### config.mk
export PLATFORM = sky130hd
export DESIGN_NAME = hook_launch_ctrl_flat
export DESIGN_NICKNAME = d
export VERILOG_FILES = /design/src/rtl/hook_launch_ctrl_if.sv /design/src/rtl/hook_launch_ctrl.sv /design/src/flat_wrapper.sv
export SDC_FILE = /design/constraint.sdc
export NUM_CORES = 1
export LEC_CHECK = 0
export ABC_AREA = 0
export CELL_PAD_IN_SITES_DETAIL_PLACEMENT = 1
export CELL_PAD_IN_SITES_GLOBAL_PLACEMENT = 1
export CORE_ASPECT_RATIO = 1.25
export CORE_UTILIZATION = 25
export CTS_CLUSTER_DIAMETER = 80
export DETAILED_ROUTE_END_ITERATION = 6
export MAX_ROUTING_LAYER = met4
export PLACE_DENSITY = 0.62
export SYNTH_ARGS = -nofsm -noshare
export SYNTH_HDL_FRONTEND = slang
export SYNTH_SLANG_ARGS = --single-unit
### constraint.sdc
create_clock -name clk -period 5 [get_ports clk]
set_clock_uncertainty 0.1 [all_clocks]
set_input_delay 1 -clock clk [delete_from_list [all_inputs] [get_ports clk]]
set_output_delay 1 -clock clk [all_outputs]
set_load 0.1 [all_outputs]
### src/rtl/hook_launch_ctrl_if.sv
// Signal bundle between the game logic and the hook motion controller:
// per-frame inputs toward the controller, hook-tip position and status back out.
interface hook_launch_ctrl_if;
    logic        frame_tick;
    logic        fire;
    logic        obj_hit;
    logic        obj_heavy;
    logic [10:0] hook_x;
    logic [9:0]  hook_y;
    logic [9:0]  hook_len;
    logic [3:0]  dir_idx;
    logic        busy;
    logic        loaded;
    logic        catch_done;

    modport master (
        output frame_tick, fire, obj_hit, obj_heavy,
        input  hook_x, hook_y, hook_len, dir_idx, busy, loaded, catch_done
    );

    modport slave (
        input  frame_tick, fire, obj_hit, obj_heavy,
        output hook_x, hook_y, hook_len, dir_idx, busy, loaded, catch_done
    );
endinterface

### src/rtl/hook_launch_ctrl.sv
// Gold Miner hook controller: swings the hook, launches on fire, extends until
// hit or max length, retracts (slower when heavy), and drives the tip pixel.
module hook_launch_ctrl #(
    parameter logic [10:0] PIVOT_X     = 11'd640,
    parameter logic [9:0]  PIVOT_Y     = 10'd120,
    parameter logic [9:0]  MAX_LEN     = 10'd400,
    parameter logic [9:0]  EXT_SPEED   = 10'd4,
    parameter logic [9:0]  RET_SPEED   = 10'd4,
    parameter logic [9:0]  HEAVY_SPEED = 10'd1,
    parameter logic [7:0]  SWING_DIV   = 8'd4
) (
    input logic               clk,
    input logic               rst,
    hook_launch_ctrl_if.slave hif
);

    typedef enum logic [1:0] {
        ST_SWING   = 2'd0,
        ST_EXTEND  = 2'd1,
        ST_RETRACT = 2'd2
    } state_t;

    localparam logic [7:0] SWING_LAST = SWING_DIV - 8'd1;

    // Direction table x component, 1/16 pixel per length pixel.
    function automatic logic signed [5:0] dx_lut(input logic [3:0] idx);
        logic signed [5:0] v;
        case (idx)
            4'd0:    v = -6'sd14;
            4'd1:    v = -6'sd11;
            4'd2:    v = -6'sd8;
            4'd3:    v = -6'sd4;
            4'd4:    v =  6'sd0;
            4'd5:    v =  6'sd4;
            4'd6:    v =  6'sd8;
            4'd7:    v =  6'sd11;
            4'd8:    v =  6'sd14;
            default: v =  6'sd0;
        endcase
        return v;
    endfunction

    // Direction table y component (always downward).
    function automatic logic [4:0] dy_lut(input logic [3:0] idx);
        logic [4:0] v;
        case (idx)
            4'd0:    v = 5'd8;
            4'd1:    v = 5'd11;
            4'd2:    v = 5'd14;
            4'd3:    v = 5'd15;
            4'd4:    v = 5'd16;
            4'd5:    v = 5'd15;
            4'd6:    v = 5'd14;
            4'd7:    v = 5'd11;
            4'd8:    v = 5'd8;
            default: v = 5'd16;
        endcase
        return v;
    endfunction

    state_t      state_q,      state_d;
    logic [9:0]  hook_len_q,   hook_len_d;
    logic [3:0]  dir_idx_q,    dir_idx_d;
    logic        dir_neg_q,    dir_neg_d;
    logic [7:0]  swing_cnt_q,  swing_cnt_d;
    logic        fire_q,       fire_d;
    logic        fire_armed_q, fire_armed_d;
    logic        heavy_q,      heavy_d;
    logic        loaded_q,     loaded_d;
    logic        busy_q,       busy_d;
    logic        catch_done_q, catch_done_d;
    logic [10:0] hook_x_q,     hook_x_d;
    logic [9:0]  hook_y_q,     hook_y_d;

    logic               launch_s;
    logic [9:0]         ret_speed_s;
    logic [10:0]        ext_sum_s;
    logic signed [15:0] dx_ext_s;
    logic signed [15:0] prod_x_s;
    logic signed [15:0] shr_x_s;
    logic [15:0]        prod_y_s;

    // Tip position from the current length and direction; registered below.
    always_comb begin
        dx_ext_s = 16'(dx_lut(dir_idx_q));
        prod_x_s = $signed({6'd0, hook_len_q}) * dx_ext_s;
        shr_x_s  = prod_x_s >>> 4;
        prod_y_s = {6'd0, hook_len_q} * {11'd0, dy_lut(dir_idx_q)};
        hook_x_d = PIVOT_X + shr_x_s[10:0];
        hook_y_d = PIVOT_Y + prod_y_s[13:4];
    end

    // Next-state logic for the swing / extend / retract sequence.
    always_comb begin
        state_d      = state_q;
        hook_len_d   = hook_len_q;
        dir_idx_d    = dir_idx_q;
        dir_neg_d    = dir_neg_q;
        swing_cnt_d  = swing_cnt_q;
        heavy_d      = heavy_q;
        loaded_d     = loaded_q;
        catch_done_d = 1'b0;
        fire_d       = hif.fire;
        // A fire held across reset must be released once before it can launch.
        fire_armed_d = fire_armed_q | ~hif.fire;
        launch_s     = hif.fire & ~fire_q & fire_armed_q;
        ret_speed_s  = (loaded_q & heavy_q) ? HEAVY_SPEED : RET_SPEED;
        ext_sum_s    = {1'b0, hook_len_q} + {1'b0, EXT_SPEED};

        case (state_q)
            ST_SWING: begin
                hook_len_d = 10'd0;
                if (launch_s) begin
                    state_d = ST_EXTEND;
                end else if (hif.frame_tick) begin
                    if (swing_cnt_q == SWING_LAST) begin
                        swing_cnt_d = 8'd0;
                        if (dir_idx_q == 4'd8) begin
                            dir_idx_d = 4'd7;
                            dir_neg_d = 1'b1;
                        end else if (dir_idx_q == 4'd0) begin
                            dir_idx_d = 4'd1;
                            dir_neg_d = 1'b0;
                        end else if (dir_neg_q) begin
                            dir_idx_d = dir_idx_q - 4'd1;
                        end else begin
                            dir_idx_d = dir_idx_q + 4'd1;
                        end
                    end else begin
                        swing_cnt_d = swing_cnt_q + 8'd1;
                    end
                end else begin
                    swing_cnt_d = swing_cnt_q;
                end
            end
            ST_EXTEND: begin
                if (hif.obj_hit) begin
                    state_d  = ST_RETRACT;
                    loaded_d = 1'b1;
                    heavy_d  = hif.obj_heavy;
                end else if (hif.frame_tick) begin
                    if (ext_sum_s >= {1'b0, MAX_LEN}) begin
                        hook_len_d = MAX_LEN;
                        state_d    = ST_RETRACT;
                        loaded_d   = 1'b0;
                        heavy_d    = 1'b0;
                    end else begin
                        hook_len_d = ext_sum_s[9:0];
                    end
                end else begin
                    hook_len_d = hook_len_q;
                end
            end
            ST_RETRACT: begin
                if (hif.frame_tick) begin
                    if (hook_len_q <= ret_speed_s) begin
                        hook_len_d   = 10'd0;
                        state_d      = ST_SWING;
                        swing_cnt_d  = 8'd0;
                        catch_done_d = loaded_q;
                        loaded_d     = 1'b0;
                        heavy_d      = 1'b0;
                    end else begin
                        hook_len_d = hook_len_q - ret_speed_s;
                    end
                end else begin
                    hook_len_d = hook_len_q;
                end
            end
            default: begin
                state_d    = ST_SWING;
                hook_len_d = 10'd0;
                loaded_d   = 1'b0;
                heavy_d    = 1'b0;
            end
        endcase

        busy_d = (state_d != ST_SWING);
    end

    // State and output registers.
    always_ff @(posedge clk or posedge rst) begin
        if (rst) begin
            state_q      <= ST_SWING;
            hook_len_q   <= 10'd0;
            dir_idx_q    <= 4'd4;
            dir_neg_q    <= 1'b0;
            swing_cnt_q  <= 8'd0;
            fire_q       <= 1'b0;
            fire_armed_q <= 1'b0;
            heavy_q      <= 1'b0;
            loaded_q     <= 1'b0;
            busy_q       <= 1'b0;
            catch_done_q <= 1'b0;
            hook_x_q     <= PIVOT_X;
            hook_y_q     <= PIVOT_Y;
        end else begin
            state_q      <= state_d;
            hook_len_q   <= hook_len_d;
            dir_idx_q    <= dir_idx_d;
            dir_neg_q    <= dir_neg_d;
            swing_cnt_q  <= swing_cnt_d;
            fire_q       <= fire_d;
            fire_armed_q <= fire_armed_d;
            heavy_q      <= heavy_d;
            loaded_q     <= loaded_d;
            busy_q       <= busy_d;
            catch_done_q <= catch_done_d;
            hook_x_q     <= hook_x_d;
            hook_y_q     <= hook_y_d;
        end
    end

    assign hif.hook_x     = hook_x_q;
    assign hif.hook_y     = hook_y_q;
    assign hif.hook_len   = hook_len_q;
    assign hif.dir_idx    = dir_idx_q;
    assign hif.busy       = busy_q;
    assign hif.loaded     = loaded_q;
    assign hif.catch_done = catch_done_q;

endmodule

### src/flat_wrapper.sv
// flat-port wrapper written by rule: the top's interface ports become plain ports
module hook_launch_ctrl_flat 
#(
    parameter logic [10:0] PIVOT_X     = 11'd640,
    parameter logic [9:0]  PIVOT_Y     = 10'd120,
    parameter logic [9:0]  MAX_LEN     = 10'd400,
    parameter logic [9:0]  EXT_SPEED   = 10'd4,
    parameter logic [9:0]  RET_SPEED   = 10'd4,
    parameter logic [9:0]  HEAVY_SPEED = 10'd1,
    parameter logic [7:0]  SWING_DIV   = 8'd4
)
  (clk, rst, hif_frame_tick, hif_fire, hif_obj_hit, hif_obj_heavy, hif_hook_x, hif_hook_y, hif_hook_len, hif_dir_idx, hif_busy, hif_loaded, hif_catch_done);
  hook_launch_ctrl_if hif_i ();
  input logic clk;
  input logic rst;
  input wire logic [$bits(hif_i.frame_tick)-1:0] hif_frame_tick;
  input wire logic [$bits(hif_i.fire)-1:0] hif_fire;
  input wire logic [$bits(hif_i.obj_hit)-1:0] hif_obj_hit;
  input wire logic [$bits(hif_i.obj_heavy)-1:0] hif_obj_heavy;
  output wire logic [$bits(hif_i.hook_x)-1:0] hif_hook_x;
  output wire logic [$bits(hif_i.hook_y)-1:0] hif_hook_y;
  output wire logic [$bits(hif_i.hook_len)-1:0] hif_hook_len;
  output wire logic [$bits(hif_i.dir_idx)-1:0] hif_dir_idx;
  output wire logic [$bits(hif_i.busy)-1:0] hif_busy;
  output wire logic [$bits(hif_i.loaded)-1:0] hif_loaded;
  output wire logic [$bits(hif_i.catch_done)-1:0] hif_catch_done;
  assign hif_i.frame_tick = hif_frame_tick;
  assign hif_i.fire = hif_fire;
  assign hif_i.obj_hit = hif_obj_hit;
  assign hif_i.obj_heavy = hif_obj_heavy;
  assign hif_hook_x = hif_i.hook_x;
  assign hif_hook_y = hif_i.hook_y;
  assign hif_hook_len = hif_i.hook_len;
  assign hif_dir_idx = hif_i.dir_idx;
  assign hif_busy = hif_i.busy;
  assign hif_loaded = hif_i.loaded;
  assign hif_catch_done = hif_i.catch_done;
  hook_launch_ctrl #(.PIVOT_X(PIVOT_X), .PIVOT_Y(PIVOT_Y), .MAX_LEN(MAX_LEN), .EXT_SPEED(EXT_SPEED), .RET_SPEED(RET_SPEED), .HEAVY_SPEED(HEAVY_SPEED), .SWING_DIV(SWING_DIV)) u_core (.clk(clk), .rst(rst), .hif(hif_i));
endmodule
==> results of run 1 <==
## power by group through the flow
stage	combinational (W)	clock (W)	sequential, W
6_report	0.00367	0.000396	0.000704
5_1_grt	0.00403	0.000422	0.000725
4_1_cts	0.00352	0.000415	0.000706
3_5_place_dp	0.00341	0	0.000707
3_3_place_gp	0.00337	0	0.000707
2_1_floorplan	0.00173	0	0.00143
## state kept, by name, summed over array words and instances, names as in the netlist
| register | count |
|---|---|
| u_core.hif.dir_idx | 4 |
| u_core.hif.busy | 1 |
| u_core.heavy_q | 1 |
| u_core.dir_neg_q | 1 |
| u_core.hif.loaded | 1 |
| u_core.fire_q | 1 |
| u_core.fire_armed_q | 1 |
| u_core.hif.catch_done | 1 |
| u_core.swing_cnt_q | 8 |
| u_core.state_q | 2 |
| u_core.hif.hook_y | 10 |
| u_core.hif.hook_len | 10 |
| u_core.hif.hook_x | 11 |
## per-layer routing
layer	vias to the layer above	share of wire [%]
met1	2541	45
met5	-	0
li1	2501	-
met3	10	1.3
met2	34	52
met4	0	1.4
## cell usage in the layout (no fill, tap or decap), drive strengths merged, types with 6 or more instances in the layout
| cell | instances |
|---|---|
| clkdlybuf4s50 | 43 |
| xnor2 | 25 |
| buf | 79 |
| inv | 80 |
| o21ai | 43 |
| nand2b | 13 |
| fa | 56 |
| dfstp | 7 |
| nand3 | 14 |
| a21o | 7 |
| and3 | 6 |
| xor2 | 9 |
| a21oi | 28 |
| and2 | 57 |
| nand4 | 6 |
| a31oi | 6 |
| dfrtp | 45 |
| a211oi | 6 |
| nor3 | 19 |
| nor2b | 10 |
| nand2 | 49 |
| nor2 | 52 |
| ha | 66 |
## logic make-up after synthesis
logic type / after synthesis / synth area share (%)
xor+xnor: 34 / 4.87
fa+ha+maj: 122 / 31.9
mux: 4 / 0.676
buf+inv: 106 / 6.66
flops: 52 / 21.4
simple gates: 244 / 20.9
compound gates: 128 / 13.6
## per-stage QoR
step,std cells,setup slack [ns],power [W],utilization (%),TNS [ns]
floorplan,690,-0.351,0.00316,-,-1.74
global placement,1092,-0.00519,0.00408,31.4,-0.00709
detailed placement,1092,-0.0417,0.00412,31.4,-0.108
CTS,1105,-0.00698,0.00464,32.5,-0.00698
global route,1117,-0.234,0.00518,33.7,-0.723
finish,1117,-0.0150,0.00477,33.7,-0.0275
## final cells by class
class	count	area, µm²	share of cell area [%]
Sequential cell	52	1320	16.4
Tap cell	325	407	5.06
Timing Repair Buffer	122	1040	12.9
Clock inverter	3	25.0	0.311
Inverter	78	300	3.74
Multi-Input combinational cell	532	4830	60.0
Clock buffer	5	125	1.56
## worst max-delay path, cell delays in order (launching register included)
cell                       delay, ns
sky130_fd_sc_hd__dfstp_4        0.68
sky130_fd_sc_hd__mux2i_4        0.26
sky130_fd_sc_hd__o21ai_4        0.07
sky130_fd_sc_hd__and2_4         0.16
sky130_fd_sc_hd__fa_1           0.47
sky130_fd_sc_hd__inv_1          0.05
sky130_fd_sc_hd__fa_1           0.49
sky130_fd_sc_hd__inv_1          0.05
sky130_fd_sc_hd__fa_1           0.48
sky130_fd_sc_hd__inv_1          0.05
sky130_fd_sc_hd__fa_1           0.50
sky130_fd_sc_hd__inv_2          0.06
sky130_fd_sc_hd__fa_2           0.34
sky130_fd_sc_hd__a211oi_2       0.26
sky130_fd_sc_hd__nor2_2         0.07
sky130_fd_sc_hd__o221a_4        0.28
sky130_fd_sc_hd__nor2_4         0.11
sky130_fd_sc_hd__o21ai_0        0.13
sky130_fd_sc_hd__xnor2_1        0.19
sky130_fd_sc_hd__xnor2_1        0.14
## worst min path at each step
stage / start / end / slack, ns / depth (start not counted)
floorplan: u_core.fire_armed_q / u_core.fire_armed_q / 0.34 / 1
global placement: u_core.fire_armed_q / u_core.fire_armed_q / 0.36 / 1
detailed placement: u_core.fire_armed_q / u_core.fire_armed_q / 0.36 / 1
CTS: u_core.fire_armed_q / u_core.fire_armed_q / 0.38 / 1
global route: u_core.fire_armed_q / u_core.fire_armed_q / 0.39 / 1
finish: u_core.fire_armed_q / u_core.fire_armed_q / 0.37 / 1
## synthesized netlist by cell type (3+ instances only)
| cell | number | share of area, % |
|---|---|---|
| sky130_fd_sc_hd__inv_1 | 77 | 4.7 |
| sky130_fd_sc_hd__ha_1 | 66 | 14 |
| sky130_fd_sc_hd__and2_1 | 57 | 5.8 |
| sky130_fd_sc_hd__fa_1 | 56 | 18 |
| sky130_fd_sc_hd__nor2_1 | 52 | 3.2 |
| sky130_fd_sc_hd__nand2_1 | 49 | 3.0 |
| sky130_fd_sc_hd__dfrtp_1 | 45 | 18 |
| sky130_fd_sc_hd__o21ai_0 | 32 | 2.6 |
| sky130_fd_sc_hd__a21oi_1 | 27 | 2.2 |
| sky130_fd_sc_hd__xnor2_1 | 25 | 3.6 |
| sky130_fd_sc_hd__clkbuf_1 | 22 | 1.4 |
| sky130_fd_sc_hd__nor3_1 | 17 | 1.4 |
| sky130_fd_sc_hd__nand3_1 | 14 | 1.1 |
| sky130_fd_sc_hd__nand2b_1 | 13 | 1.3 |
| sky130_fd_sc_hd__o21ai_1 | 11 | 0.90 |
| sky130_fd_sc_hd__nor2b_1 | 10 | 1.0 |
| sky130_fd_sc_hd__xor2_1 | 9 | 1.3 |
| sky130_fd_sc_hd__a21o_1 | 7 | 0.86 |
| sky130_fd_sc_hd__dfstp_2 | 7 | 3.0 |
| sky130_fd_sc_hd__a211oi_1 | 6 | 0.74 |
| sky130_fd_sc_hd__a31oi_1 | 6 | 0.61 |
| sky130_fd_sc_hd__and3_1 | 6 | 0.61 |
| sky130_fd_sc_hd__nand4_1 | 6 | 0.61 |
| sky130_fd_sc_hd__o21a_1 | 5 | 0.61 |
| sky130_fd_sc_hd__a21boi_0 | 4 | 0.49 |
| sky130_fd_sc_hd__buf_2 | 4 | 0.33 |
| sky130_fd_sc_hd__mux2i_1 | 3 | 0.49 |
| sky130_fd_sc_hd__o22ai_1 | 3 | 0.31 |
| sky130_fd_sc_hd__o311ai_0 | 3 | 0.43 |
| sky130_fd_sc_hd__o41ai_1 | 3 | 0.43 |
| sky130_fd_sc_hd__or2_2 | 3 | 0.31 |
| sky130_fd_sc_hd__or3_1 | 3 | 0.31 |
## what timing repair did
| item | in CTS | in global routing |
|---|---|---|
| endpoints found under the setup margin | 4 | 10 |
| pin swaps | 8 | 32 |
| cloned | 0 | 0 |
| buffers inserted | 5 | 14 |
| gates resized for setup | 14 | 38 |
==> results.json, run 1 <==
{
  "vias": 5086,
  "synth_fp_nets": 818,
  "grt_pass1_wl_um": 28200,
  "syn_inst": 690,
  "outcome": "complete, but fails checks",
  "synth_area_mm2": 0.00611,
  "hold_violations": 0,
  "htree_depth": 2,
  "met2_usage_pct": 25.3,
  "chipWidth_um": 142,
  "grt_antenna_before_repair": 0,
  "via_count_of_the_first_global_routing_pass": 5454,
  "synth_warn": 0,
  "drt-wirelength-per-cell_um": 14.9,
  "flop2flop_setup_slack_ns": -0.01,
  "detailedPlacementHpwl_um": 13100,
  "p_switching_w": 0.00261,
  "detail_route.iter0.violations": 171,
  "cts.hold.buffers_added": 0,
  "starting_density_of_the_core_pct": 25.6,
  "final_max_slew_viol_count": 0,
  "period_share_pct": 100,
  "grt_setup_unrepaired": "yes",
  "clock-sinks": 52,
  "power.share.combinational_pct": 76.9,
  "cts_buffers": 5,
  "ioPinCount": 44,
  "clock_tree.buffer_depth": 2,
  "clock_power_share_pct": 8.3,
  "finalWorstPathRequiredPeriod_ns": 5.01,
  "max_freq_ghz": 0.199,
  "die-area_mm2": 0.0251,
  "synth_async_sr_flop_share_pct": 100,
  "ys_seq_area_share_pct": 21.4,
  "maximum_number_of_pins_on_one_net_before_global_route_repair": 35,
  "final_cell_area_mm2": 0.00804,
  "quantity_of_i_o_buffers_inserted_on_ports": 43,
  "wl_um": 16700,
  "tritoncts": "done",
  "drtPass1Iterations": 4,
  "floorplan.rows": 63,
  "worstPathArrival_ns": 5.16,
  "final_antenna_net_count": 0,
  "end_kind": "flip-flop",
  "clk_pin_slew_ns": 0.09,
  "clock_latency_ns": 0.32,
  "dieHeight_um": 177,
  "timing.rr.start": "u_core.hif.dir_idx[2]",
  "area_growth_pct": 31.6,
  "powerDensity_mw_per_mm2": 593,
  "placeableCoreArea_mm2": 0.0239,
  "layout_nets": 919,
  "setup_ws_ns": -0.0150,
  "vdd_ir_drop_max_v": 0.000353,
  "worst_slew_margin_rel_pct": 32.4,
  "postPlaceCellArea_mm2": 0.00750,
  "place.gp.congestion": 0.810,
  "routed_via_density": 4.55,
  "drv.max_cap_violation_count": 0,
  "worst_setup_path_type": "reg2reg",
  "cts_root_buf": "sky130_fd_sc_hd__clkbuf_16",
  "power.switching_fraction_pct": 54.7,
  "synth-main-ff-cell": "sky130_fd_sc_hd__dfrtp_1",
  "yosysUniqueCellTypes": 64,
  "fraction_of_final_layout_cells_with_drive_strength_greater_than_1_pct": 22.5,
  "globalRouteMet3Util_pct": 1.60,
  "hold_path.class": "reg2reg",
  "crit_end": "u_core.hif.hook_x[10]",
  "synth.avg_cell_area_um2": 8.85,
  "max_slew.worst_pin.slew_ns": 1.01,
  "internal_power_w": 0.00216,
  "synth-edff-count": 0,
  "timing.critical_path.required_ns": 5.14,
  "power_leakage_nw": 3.73,
  "track_usage_pct": 14.6,
  "grt_most_used_layer": "met2",
  "ys_seq_elements": 52,
  "groute.layer.met1.usage_pct": 18.0,
  "overflow_left_after_global_routing": 0,
  "failed_checks": "setup timing",
  "critical_path.max_fanout": 7,
  "filler_cell_count": 2745,
  "share_seq_of_total_power_pct": 14.8,
  "worst-r2r-cell-count": 19,
  "setup-violations-final": 3,
  "worstSetupStartpointType": "flip-flop",
  "num_antenna_cells": 0,
  "post-route-drc-count": 0,
  "destination_of_the_worst_register_to_register_timing_path": "u_core.hif.hook_x[10]",
  "hold_ws_ns": 0.371,
  "startpoint": "u_core.hif.dir_idx[2]"
}
Note: power is estimated with default switching activity, not from simulation.
==> inputs of run 2 (changes only) <==
--- a/config.mk
+++ b/config.mk
@@ -11,6 +11,7 @@
 export CORE_ASPECT_RATIO = 1.25
 export CORE_UTILIZATION = 25
 export CTS_CLUSTER_DIAMETER = 80
+export CTS_CLUSTER_SIZE = 28
 export DETAILED_ROUTE_END_ITERATION = 6
 export MAX_ROUTING_LAYER = met4
 export PLACE_DENSITY = 0.62
==> results of run 2 <==
The final DEF is identical to that of run 1; final timing and power are the same.
